==> src/rtl/tank_pkg.sv <==
// Shared types and constants for the per-player tank movement controller.
package tank_pkg;

    // Tank heading, matching the encoding seen by the sprite drawer.
    typedef enum logic [1:0] {
        DIR_LEFT  = 2'b00,
        DIR_RIGHT = 2'b01,
        DIR_DOWN  = 2'b10,
        DIR_UP    = 2'b11
    } dir_t;

    // Movement controller states.
    typedef enum logic [1:0] {
        IDLE    = 2'd0,
        TURNING = 2'd1,
        MOVING  = 2'd2
    } motion_state_t;

    // Default key bindings (USB HID usage codes: A, D, S, W).
    localparam logic [7:0] KEYCODE_LEFT  = 8'h04;
    localparam logic [7:0] KEYCODE_RIGHT = 8'h07;
    localparam logic [7:0] KEYCODE_DOWN  = 8'h16;
    localparam logic [7:0] KEYCODE_UP    = 8'h1A;

    // Bit positions inside barrier_collision.
    localparam int unsigned BAR_RIGHT = 0;
    localparam int unsigned BAR_LEFT  = 1;
    localparam int unsigned BAR_DOWN  = 2;
    localparam int unsigned BAR_UP    = 3;

    // True when the barrier bit for heading d is set.
    function automatic logic is_blocked(input dir_t d, input logic [3:0] bar);
        case (d)
            DIR_RIGHT: return bar[BAR_RIGHT];
            DIR_LEFT:  return bar[BAR_LEFT];
            DIR_DOWN:  return bar[BAR_DOWN];
            default:   return bar[BAR_UP];
        endcase
    endfunction

endpackage

==> src/rtl/tank_motion_if.sv <==
// Keyboard/control inputs and tank state outputs of one tank_motion instance.
interface tank_motion_if #(
    parameter int KEY_SLOTS = 6
);
    logic [8*KEY_SLOTS-1:0] keycodes;
    logic                   speed_upgrade;
    logic                   respawn;
    logic [3:0]             barrier_collision;
    logic [9:0]             tank_x;
    logic [9:0]             tank_y;
    logic [9:0]             tank_s;
    logic [1:0]             direction;
    logic                   moving;
    logic                   boost_active;

    // Driver side (game logic / keyboard bridge).
    modport master (
        output keycodes, speed_upgrade, respawn, barrier_collision,
        input  tank_x, tank_y, tank_s, direction, moving, boost_active
    );

    // Controller side.
    modport slave (
        input  keycodes, speed_upgrade, respawn, barrier_collision,
        output tank_x, tank_y, tank_s, direction, moving, boost_active
    );
endinterface

==> src/rtl/tank_key_select.sv <==
// Priority decoder: lowest keyboard slot holding a bound key selects the command.
module tank_key_select
    import tank_pkg::*;
#(
    parameter int         KEY_SLOTS = 6,
    parameter logic [7:0] KEY_LEFT  = KEYCODE_LEFT,
    parameter logic [7:0] KEY_RIGHT = KEYCODE_RIGHT,
    parameter logic [7:0] KEY_DOWN  = KEYCODE_DOWN,
    parameter logic [7:0] KEY_UP    = KEYCODE_UP
) (
    input  logic [8*KEY_SLOTS-1:0] keycodes,
    output logic                   cmd_valid,
    output dir_t                   cmd_dir
);

    // Scan slots upward; once a match is found later slots are ignored.
    always_comb begin
        cmd_valid = 1'b0;
        cmd_dir   = DIR_RIGHT;
        for (int unsigned i = 0; i < KEY_SLOTS; i++) begin
            if (!cmd_valid) begin
                if (keycodes[8*i +: 8] == KEY_LEFT) begin
                    cmd_valid = 1'b1;
                    cmd_dir   = DIR_LEFT;
                end else if (keycodes[8*i +: 8] == KEY_RIGHT) begin
                    cmd_valid = 1'b1;
                    cmd_dir   = DIR_RIGHT;
                end else if (keycodes[8*i +: 8] == KEY_DOWN) begin
                    cmd_valid = 1'b1;
                    cmd_dir   = DIR_DOWN;
                end else if (keycodes[8*i +: 8] == KEY_UP) begin
                    cmd_valid = 1'b1;
                    cmd_dir   = DIR_UP;
                end
            end
        end
    end

endmodule

==> src/rtl/tank_motion.sv <==
// Per-player tank movement controller, advanced once per video frame.
module tank_motion
    import tank_pkg::*;
#(
    parameter int         X_CENTER     = 160,
    parameter int         Y_CENTER     = 240,
    parameter int         X_MIN        = 1,
    parameter int         X_MAX        = 639,
    parameter int         Y_MIN        = 1,
    parameter int         Y_MAX        = 479,
    parameter int         TANK_SIZE    = 8,
    parameter int         BASE_STEP    = 1,
    parameter int         BOOST_STEP   = 3,
    parameter int         BOOST_FRAMES = 600,
    parameter int         TURN_FRAMES  = 1,
    parameter int         KEY_SLOTS    = 6,
    parameter logic [7:0] KEY_LEFT     = KEYCODE_LEFT,
    parameter logic [7:0] KEY_RIGHT    = KEYCODE_RIGHT,
    parameter logic [7:0] KEY_DOWN     = KEYCODE_DOWN,
    parameter logic [7:0] KEY_UP       = KEYCODE_UP
) (
    input logic          frame_clk,
    input logic          Reset,
    tank_motion_if.slave bus
);

    localparam logic [1:0] S_IDLE    = IDLE;
    localparam logic [1:0] S_TURNING = TURNING;
    localparam logic [1:0] S_MOVING  = MOVING;

    localparam logic [10:0] X_LO       = 11'(X_MIN + TANK_SIZE);
    localparam logic [10:0] X_HI       = 11'(X_MAX - TANK_SIZE);
    localparam logic [10:0] Y_LO       = 11'(Y_MIN + TANK_SIZE);
    localparam logic [10:0] Y_HI       = 11'(Y_MAX - TANK_SIZE);
    localparam logic [9:0]  X_SPAWN    = 10'(X_CENTER);
    localparam logic [9:0]  Y_SPAWN    = 10'(Y_CENTER);
    localparam logic [9:0]  BOOST_LOAD = 10'(BOOST_FRAMES);
    localparam logic [3:0]  TURN_LOAD  = 4'(TURN_FRAMES);

    logic [9:0]  r_x, r_y;
    dir_t        r_dir;
    logic [1:0]  r_state;
    logic [3:0]  r_turn;
    logic [9:0]  r_boost;
    logic        r_moving;

    logic        w_cmd_valid;
    dir_t        w_cmd_dir;
    logic [10:0] w_step;
    logic [10:0] w_x_plus, w_y_plus;
    logic        w_step_en;
    logic [9:0]  w_x_next, w_y_next, w_boost_next;
    dir_t        w_dir_next;
    logic [1:0]  w_state_next;
    logic [3:0]  w_turn_next;

    tank_key_select #(
        .KEY_SLOTS (KEY_SLOTS),
        .KEY_LEFT  (KEY_LEFT),
        .KEY_RIGHT (KEY_RIGHT),
        .KEY_DOWN  (KEY_DOWN),
        .KEY_UP    (KEY_UP)
    ) u_key_select (
        .keycodes  (bus.keycodes),
        .cmd_valid (w_cmd_valid),
        .cmd_dir   (w_cmd_dir)
    );

    // Step size depends on the boost counter before this edge.
    assign w_step   = (r_boost != '0) ? 11'(BOOST_STEP) : 11'(BASE_STEP);
    assign w_x_plus = {1'b0, r_x} + w_step;
    assign w_y_plus = {1'b0, r_y} + w_step;

    // Next-state logic: respawn overrides boost handling and the FSM.
    always_comb begin
        w_boost_next = r_boost;
        if (bus.speed_upgrade) begin
            w_boost_next = BOOST_LOAD;
        end else if (r_boost != '0) begin
            w_boost_next = r_boost - 10'd1;
        end

        w_state_next = r_state;
        w_dir_next   = r_dir;
        w_turn_next  = r_turn;
        w_step_en    = 1'b0;

        case (r_state)
            S_TURNING: begin
                if (!w_cmd_valid) begin
                    w_state_next = S_IDLE;
                end else if (w_cmd_dir != r_dir) begin
                    w_dir_next  = w_cmd_dir;
                    w_turn_next = TURN_LOAD;
                end else if (r_turn <= 4'd1) begin
                    w_turn_next  = '0;
                    w_state_next = S_MOVING;
                end else begin
                    w_turn_next = r_turn - 4'd1;
                end
            end
            default: begin
                // IDLE and MOVING react identically to a held command.
                if (!w_cmd_valid) begin
                    w_state_next = S_IDLE;
                end else if (w_cmd_dir == r_dir) begin
                    w_state_next = S_MOVING;
                    w_step_en    = 1'b1;
                end else begin
                    w_dir_next = w_cmd_dir;
                    if (TURN_LOAD == '0) begin
                        w_state_next = S_MOVING;
                        w_step_en    = 1'b1;
                    end else begin
                        w_turn_next  = TURN_LOAD;
                        w_state_next = S_TURNING;
                    end
                end
            end
        endcase

        w_x_next = r_x;
        w_y_next = r_y;
        if (w_step_en && !is_blocked(w_dir_next, bus.barrier_collision)) begin
            case (w_dir_next)
                DIR_LEFT:  w_x_next = ({1'b0, r_x} >= X_LO + w_step) ? 10'({1'b0, r_x} - w_step) : X_LO[9:0];
                DIR_RIGHT: w_x_next = (w_x_plus <= X_HI) ? w_x_plus[9:0] : X_HI[9:0];
                DIR_DOWN:  w_y_next = (w_y_plus <= Y_HI) ? w_y_plus[9:0] : Y_HI[9:0];
                default:   w_y_next = ({1'b0, r_y} >= Y_LO + w_step) ? 10'({1'b0, r_y} - w_step) : Y_LO[9:0];
            endcase
        end

        if (bus.respawn) begin
            w_x_next     = X_SPAWN;
            w_y_next     = Y_SPAWN;
            w_dir_next   = DIR_RIGHT;
            w_boost_next = '0;
            w_turn_next  = '0;
            w_state_next = S_IDLE;
        end
    end

    // Frame-rate state registers; moving flags an actual change of position.
    always_ff @(posedge frame_clk or posedge Reset) begin
        if (Reset) begin
            r_x      <= X_SPAWN;
            r_y      <= Y_SPAWN;
            r_dir    <= DIR_RIGHT;
            r_state  <= S_IDLE;
            r_turn   <= '0;
            r_boost  <= '0;
            r_moving <= 1'b0;
        end else begin
            r_x      <= w_x_next;
            r_y      <= w_y_next;
            r_dir    <= w_dir_next;
            r_state  <= w_state_next;
            r_turn   <= w_turn_next;
            r_boost  <= w_boost_next;
            r_moving <= (w_x_next != r_x) || (w_y_next != r_y);
        end
    end

    assign bus.tank_x       = r_x;
    assign bus.tank_y       = r_y;
    assign bus.tank_s       = 10'(TANK_SIZE);
    assign bus.direction    = r_dir;
    assign bus.moving       = r_moving;
    assign bus.boost_active = (r_boost != '0);

endmodule

==> src/flat_wrapper.sv <==
// flat-port wrapper written by rule: the top's interface ports become plain ports
module tank_motion_flat import tank_pkg::*;
#(
    parameter int         X_CENTER     = 160,
    parameter int         Y_CENTER     = 240,
    parameter int         X_MIN        = 1,
    parameter int         X_MAX        = 639,
    parameter int         Y_MIN        = 1,
    parameter int         Y_MAX        = 479,
    parameter int         TANK_SIZE    = 8,
    parameter int         BASE_STEP    = 1,
    parameter int         BOOST_STEP   = 3,
    parameter int         BOOST_FRAMES = 600,
    parameter int         TURN_FRAMES  = 1,
    parameter int         KEY_SLOTS    = 6,
    parameter logic [7:0] KEY_LEFT     = KEYCODE_LEFT,
    parameter logic [7:0] KEY_RIGHT    = KEYCODE_RIGHT,
    parameter logic [7:0] KEY_DOWN     = KEYCODE_DOWN,
    parameter logic [7:0] KEY_UP       = KEYCODE_UP
)
  (frame_clk, Reset, bus_keycodes, bus_speed_upgrade, bus_respawn, bus_barrier_collision, bus_tank_x, bus_tank_y, bus_tank_s, bus_direction, bus_moving, bus_boost_active);
  tank_motion_if #(.KEY_SLOTS(KEY_SLOTS)) bus_i ();
  input logic frame_clk;
  input logic Reset;
  input wire logic [$bits(bus_i.keycodes)-1:0] bus_keycodes;
  input wire logic [$bits(bus_i.speed_upgrade)-1:0] bus_speed_upgrade;
  input wire logic [$bits(bus_i.respawn)-1:0] bus_respawn;
  input wire logic [$bits(bus_i.barrier_collision)-1:0] bus_barrier_collision;
  output wire logic [$bits(bus_i.tank_x)-1:0] bus_tank_x;
  output wire logic [$bits(bus_i.tank_y)-1:0] bus_tank_y;
  output wire logic [$bits(bus_i.tank_s)-1:0] bus_tank_s;
  output wire logic [$bits(bus_i.direction)-1:0] bus_direction;
  output wire logic [$bits(bus_i.moving)-1:0] bus_moving;
  output wire logic [$bits(bus_i.boost_active)-1:0] bus_boost_active;
  assign bus_i.keycodes = bus_keycodes;
  assign bus_i.speed_upgrade = bus_speed_upgrade;
  assign bus_i.respawn = bus_respawn;
  assign bus_i.barrier_collision = bus_barrier_collision;
  assign bus_tank_x = bus_i.tank_x;
  assign bus_tank_y = bus_i.tank_y;
  assign bus_tank_s = bus_i.tank_s;
  assign bus_direction = bus_i.direction;
  assign bus_moving = bus_i.moving;
  assign bus_boost_active = bus_i.boost_active;
  tank_motion #(.X_CENTER(X_CENTER), .Y_CENTER(Y_CENTER), .X_MIN(X_MIN), .X_MAX(X_MAX), .Y_MIN(Y_MIN), .Y_MAX(Y_MAX), .TANK_SIZE(TANK_SIZE), .BASE_STEP(BASE_STEP), .BOOST_STEP(BOOST_STEP), .BOOST_FRAMES(BOOST_FRAMES), .TURN_FRAMES(TURN_FRAMES), .KEY_SLOTS(KEY_SLOTS), .KEY_LEFT(KEY_LEFT), .KEY_RIGHT(KEY_RIGHT), .KEY_DOWN(KEY_DOWN), .KEY_UP(KEY_UP)) u_core (.frame_clk(frame_clk), .Reset(Reset), .bus(bus_i));
endmodule
==> config.mk <==
export PLATFORM = sky130hd
export DESIGN_NAME = tank_motion_flat
export DESIGN_NICKNAME = d
export VERILOG_FILES = /design/src/rtl/tank_pkg.sv /design/src/rtl/tank_motion_if.sv /design/src/rtl/tank_key_select.sv /design/src/rtl/tank_motion.sv /design/src/flat_wrapper.sv
export SDC_FILE = /design/constraint.sdc
export NUM_CORES = 1
export LEC_CHECK = 0
export ABC_AREA = 1
export CORE_MARGIN = 2
export CORE_UTILIZATION = 27
export CTS_BUF_LIST = sky130_fd_sc_hd__clkbuf_4
export CTS_CLUSTER_DIAMETER = 60
export DETAILED_ROUTE_END_ITERATION = 7
export DONT_BUFFER_PORTS = 1
export GPL_TIMING_DRIVEN = 0
export SYNTH_ARGS = -nofsm -noshare
export SYNTH_HDL_FRONTEND = slang
export SYNTH_SLANG_ARGS = --single-unit
==> constraint.sdc <==
create_clock -name frame_clk -period 5.9 [get_ports frame_clk]
set_input_delay 1.18 -clock frame_clk [delete_from_list [all_inputs] [get_ports frame_clk]]
set_output_delay 1.18 -clock frame_clk [all_outputs]
set_load 0.03 [all_outputs]
### Yosys cells after proc, flatten, opt, wreduce, memory -nomap -nowiden

Index checks and enable logic that the tools add are counted.

| operators by class | value |
|---|---|
| add/subtract/negate cells | 7 |
| magnitude comparators | 5 |
| equality and inequality tests | 34 |
| muxes and demuxes | 96 |
| reductions and logical operators | 10 |

Operators by type and width:

| operator | count |
|---|---|
| $mux W10 | 11 |
| $eq A8 B3 Y1 const B | 12 |
| $eq A8 B5 Y1 const B | 12 |
| $mux W2 | 43 |
| $pmux W10 S2 | 2 |
| $mux W1 | 32 |
| $mux W4 | 7 |
| $add A10 B11 Y11 | 2 |
| $ge A10 B11 Y1 | 2 |
| $ne A10 B10 Y1 | 2 |
| $sub A10 B10 Y10 | 2 |
| $add A4 B11 Y11 const A | 1 |
| $le A11 B10 Y1 const B | 1 |
| $le A11 B9 Y1 const B | 1 |
| $reduce_bool A10 Y1 | 1 |
| $sub A10 B1 Y10 const B | 1 |
| $ne A4 B4 Y1 const B | 2 |
| $eq A2 B1 Y1 const B | 2 |
| $le A4 B1 Y1 const B | 1 |
| $reduce_and A2 Y1 | 2 |
| $sub A4 B1 Y4 const B | 1 |
| $ne A3 B3 Y1 const B | 1 |
| $pmux W1 S3 | 1 |
| $reduce_bool A3 Y1 | 1 |
| 9 further kinds | 9 |

| storage, ports and cells | value |
|---|---|
| flip-flop bits (word level) | 39 |
| input port bits | 56 |
| output and inout bits | 34 |
| logic and storage cells | 159 |

### Depth between registers and ports, before layout

Gate-level depths: netlist (run 1).

| depth | value |
|---|---|
| depth in word-level cells | 42 |
| depth in mapped cells | 33 |
| mapped depth without buffers | 33 |

### Cells and area by module

Synthesis (run 1) repeated with hierarchy kept, for this count alone.

| unflattened totals | value |
|---|---|
| cell total of the unflattened synthesis | 831 |
| area, all modules | 4790.8 sq um |

By module, submodules not included:

| module | times used | cells an instance | area each (sq um) | sequential area each (sq um) |
|---|---|---|---|---|
| tank_motion | 1 | 639 | 3950.0 | 984.7 |
| tank_key_select | 1 | 192 | 840.8 | 0.0 |

### Worst setup path before layout (run 1)

Ideal clock, no wire load.

| path | value |
|---|---|
| path kind | reg2reg |
| start point | reg u_core.r_boost[0] |
| end point | reg u_core.r_moving, in the netlist u_core.bus.moving |
| library setup time | 0.125 ns |
| arrival | 4.493 ns |
| required time | 5.775 ns |
| slack | 1.281 ns |
| stages on the path, launching flop included | 31 |
| buffers on the path | 0 |
| period minus slack after synthesis | 4.619 ns |
| path through | dfrtp_1 inv_1 ha_1 nand2_1 nor2_1 inv_1 nor2_1 nand2_1 nor3_1 inv_1 ha_1 nand3_1 nand2_1 nand4_1 or2_1 nor2_1 nand3_1 o21ai_0 nand2_1 inv_1 nand2_1 nand2_1 nand3_1 nand3_1 nand3_1 nand2_1 nand2_1 nor2_1 nand2_1 nor2_1 nand3_1 |

| between the ends | value |
|---|---|
| cells in the longest elaborated chain, start to end | 10 |
| elaborated cells on any way between the ends | 24 |
| classes of those cells | add/sub (5); order compare (4); eq/ne (2); mux (11); reduce/logical (2) |

RTL lines:

| element | RTL line | text |
|---|---|---|
| start, declared | tank_motion.sv:44 | `logic [9:0] r_boost;` |
| start signal, assigned | tank_motion.sv:159 | `r_boost <= w_boost_next;` |
| $reduce_bool A10 Y1 * | n/a |  |
| via bus_boost_active | flat_wrapper.sv:34 | `output wire logic [$bits(bus_i.boost_active)-1:0] bus_boost_active;` |
| $mux W2 * | tank_motion.sv:70 | `assign w_step = (r_boost != '0) ? 11'(BOOST_STEP) : 11'(BASE_STEP);` |
| $add A4 B11 Y11 or $add A10 B11 Y11 (tied branches) | tank_motion.sv:126, tank_motion.sv:129, tank_motion.sv:72 |  |
| $ge A10 B11 Y1 or $le A11 B9 Y1 (tied branches) | tank_motion.sv:129, tank_motion.sv:128 |  |
| $mux W10 (on tied branches) | tank_motion.sv:129, tank_motion.sv:128 |  |
| $pmux W10 S2 * | tank_motion.sv:125 | `case (w_dir_next)` |
| $mux W10 * | tank_motion.sv:124 | `if (w_step_en && !is_blocked(w_dir_next, bus.barrier_collision)) begin` |
| $mux W10 * | tank_motion.sv:133 | `if (bus.respawn) begin` |
| via u_core.w_y_next[6] | tank_motion.sv:52 | `logic [9:0] w_x_next, w_y_next, w_boost_next;` |
| $ne A10 B10 Y1 * | tank_motion.sv:160 | `r_moving <= (w_x_next != r_x) \|\| (w_y_next != r_y);` |
| $logic_or A1 B1 Y1 * | tank_motion.sv:160 |  |
| end signal, assigned | tank_motion.sv:160 |  |
| end, declared | tank_motion.sv:45 | `logic r_moving;` |

Mark *: on every way through the listed nets, which the timed path passes. The rest lies on a longest branch.
A chain may end at the register's enable or synchronous reset.

### Worst setup path in the final report (run 1)

| path | value |
|---|---|
| start point | reg u_core.r_boost[0] |
| end point | reg u_core.r_moving, in the netlist u_core.bus.moving |

| between the ends | value |
|---|---|
| cells in the longest elaborated chain, start to end | 10 |
| elaborated cells on any way between the ends | 24 |
| classes of those cells | add/sub (5); order compare (4); eq/ne (2); mux (11); reduce/logical (2) |

RTL lines:

| element | RTL line | text |
|---|---|---|
| $reduce_bool A10 Y1 * | n/a |  |
| via bus_boost_active | flat_wrapper.sv:34 |  |
| $mux W2 * | tank_motion.sv:70 |  |
| $add A10 B11 Y11, or another cell as far along | tank_motion.sv:71 | `assign w_x_plus = {1'b0, r_x} + w_step;` |
| $le A11 B10 Y1, or another cell as far along | tank_motion.sv:127 | `DIR_RIGHT: w_x_next = (w_x_plus <= X_HI) ? w_x_plus[9:0] : X_HI[9:0];` |
| $mux W10 (on tied branches) | n/a |  |
| $pmux W10 S2 | tank_motion.sv:125 |  |
| $mux W10 | tank_motion.sv:124 |  |
| $mux W10 | tank_motion.sv:133 |  |
| $ne A10 B10 Y1 | tank_motion.sv:160 |  |
| $logic_or A1 B1 Y1 * | tank_motion.sv:160 |  |

Marks and branches as above.

==> results.cfg, run 1 <==
[floorplan]
core-area_um2 = 17200
start_util = 0.275
fp.dieArea_um2 = 18600
num_io_pins = 90
die_w_um = 136
die_y_um = 136
rows = 48

[worst_setup_path]
r2r_start = u_core.r_boost[0]$_DFFE_PP0P_
setup.worst_path.start = u_core.r_boost[0]$_DFFE_PP0P_
r2r_end = u_core.bus.moving$_DFF_PP0_
endpoint = u_core.bus.moving$_DFF_PP0_
critPathLaunchType = flop
arrival_ns = 5.43
crit_family = simple AND/OR/NAND/NOR gates
cpPeakStageDelay_ns = 0.49
worstPathMaxFanout = 12
cp_common_cell = nand2_1
crit_cells = 30
r2r_slack_ns = 0.72
end_kind = flop
cp.required_ns = 6.15
reg2regPathDepth = 30
cp.buffers_inverters = 4
cpMaxStageDelayCell = inv_1
critPathKind = reg2reg

[grt]
grt_pass1_vias = 4800
grt.total_usage = 0.156
grt_overflow = 0
grt_max_degree = 21
grt_antenna_before_repair = 0
grt_pass1_wl_mm = 23.6

[power]
powerDensity_nw_per_um2 = 160
p_leak_nw = 2.87
peakVddDrop_uv = 94.5

[sta]
slew_violations = 0
period_minus_slack_ns = 5.18
fmax_ghz = 0.193
setup_viol = 0
hold_viol = 0
slew_headroom = 0.567
fin_crit_sh = 0.878
fin_setup_tns_ns = 0
rsz0062_at_grt = no
fin_skew_ns = 0.00692
worst_slew_pin_slew_ns = 0.649
fin_hold_ws_ns = 0.515
setup_slack_ns = 0.720

[clock_tree]
cts_tree = done
holdBufCountCts = 0
path_clk_slew_ns = 0.14
cts_buffer_depth = 2
ctsRootBufferMaster = clkbuf_4
clock-sinks = 39
insertion_delay_ns = 0.36
post-cts-setup-buffers = 0
cts_htree_levels = 2
cts_buffers = 5
ctsResizeCount = 0

[final_layout]
final_nets = 906
utilization = 0.300
stdcell_area_um2 = 5150
drive_gt1_frac = 0.0873
fillers = 1975
n_antenna_cell = 0
area_growth_pct = 9.14

[yosys]
ys_async_sr_fraction = 1.00
synth_top_area_frac = 0.174
synth_cell_type_count = 44
syn_area_per_cell_um2 = 5.77
synth_area_leaders = nand2_1 (17%), dfrtp_1 (17%), inv_1 (11%), nand3_1 (9.5%), nor2_1 (8.7%)
synth_cells = 819
netlist_area_um2 = 4720
synth_top_area_cell = nand2_1
yosysSeqAreaShare = 0.208
synth_edf_count = 0
ys_warn_count = 0
ys_ff_latch = 39
synth_ff_type = dfrtp_1

[detailed_routing]
drt_iter0_markers = 355
drc_errors = 0
via_per_inst = 4.75
first_pass_iters = 5
postRouteAntennaNets = 0
wl_per_cell_um = 13.4
routed_wl_mm = 14.2
vias = 5039

[placement]
gp_congestion = 0.945
place_area_um2 = 5070
hpwlAfterDp_mm = 11.2
dpl_worst_slack_ns = 0.408
port_buffers = 0

[run_status]
status = finished, final reports clean

[run]
drv_cap = 0

[min_path]
holdCritPathClass = reg2reg
==> final cells by class <==
type | count | area (um2) | area share
sequential | 39 | 985 | 0.191
multi-input combinational | 619 | 3080 | 0.598
inverter | 137 | 514 | 0.0998
buffer | 32 | 181 | 0.0352
tap | 225 | 282 | 0.0546
timing repair buffer | 1 | 27.5 | 0.00534
clock buffer | 5 | 37.5 | 0.00728
clock inverter | 3 | 43.8 | 0.00850
==> state kept, by name (all words and copies together), names as in the netlist <==
| signal | flops |
|---|---|
| u_core.bus.moving | 1 |
| u_core.r_state | 2 |
| u_core.r_turn | 4 |
| u_core.bus.tank_y | 10 |
| u_core.bus.direction | 2 |
| u_core.r_boost | 10 |
| u_core.bus.tank_x | 10 |
==> cells by family after synthesis <==
family / share of synthesized area
buf+inv: 0.147
simple gates: 0.473
compound gates: 0.0887
fa+ha+maj: 0.0461
other cells: 0.00159
xor+xnor: 0.0352
flops: 0.208
==> where the power goes <==
group          internal [W]  switching, W  leakage (nW)
logic             0.0000960      0.000199          2.32
clock network     0.0000894      0.000109        0.0452
registers          0.000289     0.0000423         0.504
==> worst min-delay path by stage <==
| stage | start | cells after the start | slack (ns) | to |
|---|---|---|---|---|
| 3_3_place_gp | u_core.r_boost[7]$_DFFE_PP0P_ | 1 | 0.50 | u_core.r_boost[7]$_DFFE_PP0P_ |
| 6_report | u_core.r_boost[7]$_DFFE_PP0P_ | 1 | 0.52 | u_core.r_boost[7]$_DFFE_PP0P_ |
| 3_5_place_dp | u_core.r_boost[7]$_DFFE_PP0P_ | 1 | 0.50 | u_core.r_boost[7]$_DFFE_PP0P_ |
| 4_1_cts | u_core.r_boost[7]$_DFFE_PP0P_ | 1 | 0.52 | u_core.r_boost[7]$_DFFE_PP0P_ |
| 2_1_floorplan | u_core.r_boost[7]$_DFFE_PP0P_ | 1 | 0.47 | u_core.r_boost[7]$_DFFE_PP0P_ |
| 5_1_grt | u_core.r_boost[7]$_DFFE_PP0P_ | 1 | 0.55 | u_core.r_boost[7]$_DFFE_PP0P_ |
==> metrics by stage <==
| stage | std cells | total power (W) |
|---|---|---|
| 6_report | 1061 | 0.000824 |
| 5_1_grt | 1061 | 0.000885 |
| 3_3_place_gp | 1052 | 0.000624 |
| 4_1_cts | 1061 | 0.000830 |
| 3_5_place_dp | 1053 | 0.000629 |
| 2_1_floorplan | 827 | 0.000558 |
==> routing by layer <==
metal,vias to the layer above,track usage,wire length (um)
met5,-,0,0
met4,0,0.0295,125
met3,12,0.0224,712
met2,119,0.271,6750
met1,2301,0.208,6590
li1,2607,-,-
==> layout by cell type, fill, tap and decap left out, types with 10 or more instances in the layout <==
| cell type | count |
|---|---|
| a21oi_1 | 18 |
| nand2_1 | 219 |
| xor2_1 | 18 |
| dfrtp_1 | 32 |
| clkbuf_1 | 10 |
| ha_1 | 11 |
| inv_1 | 132 |
| nand4_1 | 29 |
| o21ai_0 | 33 |
| nor3_1 | 14 |
| nor2_1 | 110 |
| conb_1 | 10 |
| nand3_1 | 90 |
| buf_4 | 12 |
| nor2_2 | 10 |
==> synth_stat cells, types with 3 or more instances <==
cell type  count
nand2_1      219
inv_1        133
nor2_1       110
nand3_1       90
o21ai_0       33
dfrtp_1       32
nand4_1       29
a21oi_1       18
xor2_1        18
nor3_1        15
buf_4         12
ha_1          11
clkbuf_1      10
nor2_2        10
nand2_2        8
buf_2          7
dfstp_2        7
nor4_1         6
nor2_4         5
fa_1           4
nand3_2        4
a31oi_1        3
o211ai_1       3
o31ai_1        3
or2_2          3
Power figures use the tool's default switching activity.
==> run 2, diff against run 1 <==
--- a/config.mk
+++ b/config.mk
@@ -13,6 +13,7 @@
 export DETAILED_ROUTE_END_ITERATION = 7
 export DONT_BUFFER_PORTS = 1
 export GPL_TIMING_DRIVEN = 0
+export SETUP_SLACK_MARGIN = 0.05
 export SYNTH_ARGS = -nofsm -noshare
 export SYNTH_HDL_FRONTEND = slang
 export SYNTH_SLANG_ARGS = --single-unit
==> results of run 2 <==
Same layout as run 1: the final DEF is identical, and so are final timing and power.
==> run 3, diff against run 2 <==
--- a/config.mk
+++ b/config.mk
@@ -6,6 +6,7 @@
 export NUM_CORES = 1
 export LEC_CHECK = 0
 export ABC_AREA = 1
+export ABC_CLOCK_PERIOD_IN_PS = 5900
 export CORE_MARGIN = 2
 export CORE_UTILIZATION = 27
 export CTS_BUF_LIST = sky130_fd_sc_hd__clkbuf_4
==> results of run 3 <==
Same layout as run 1: the final DEF is identical, and so are final timing and power.
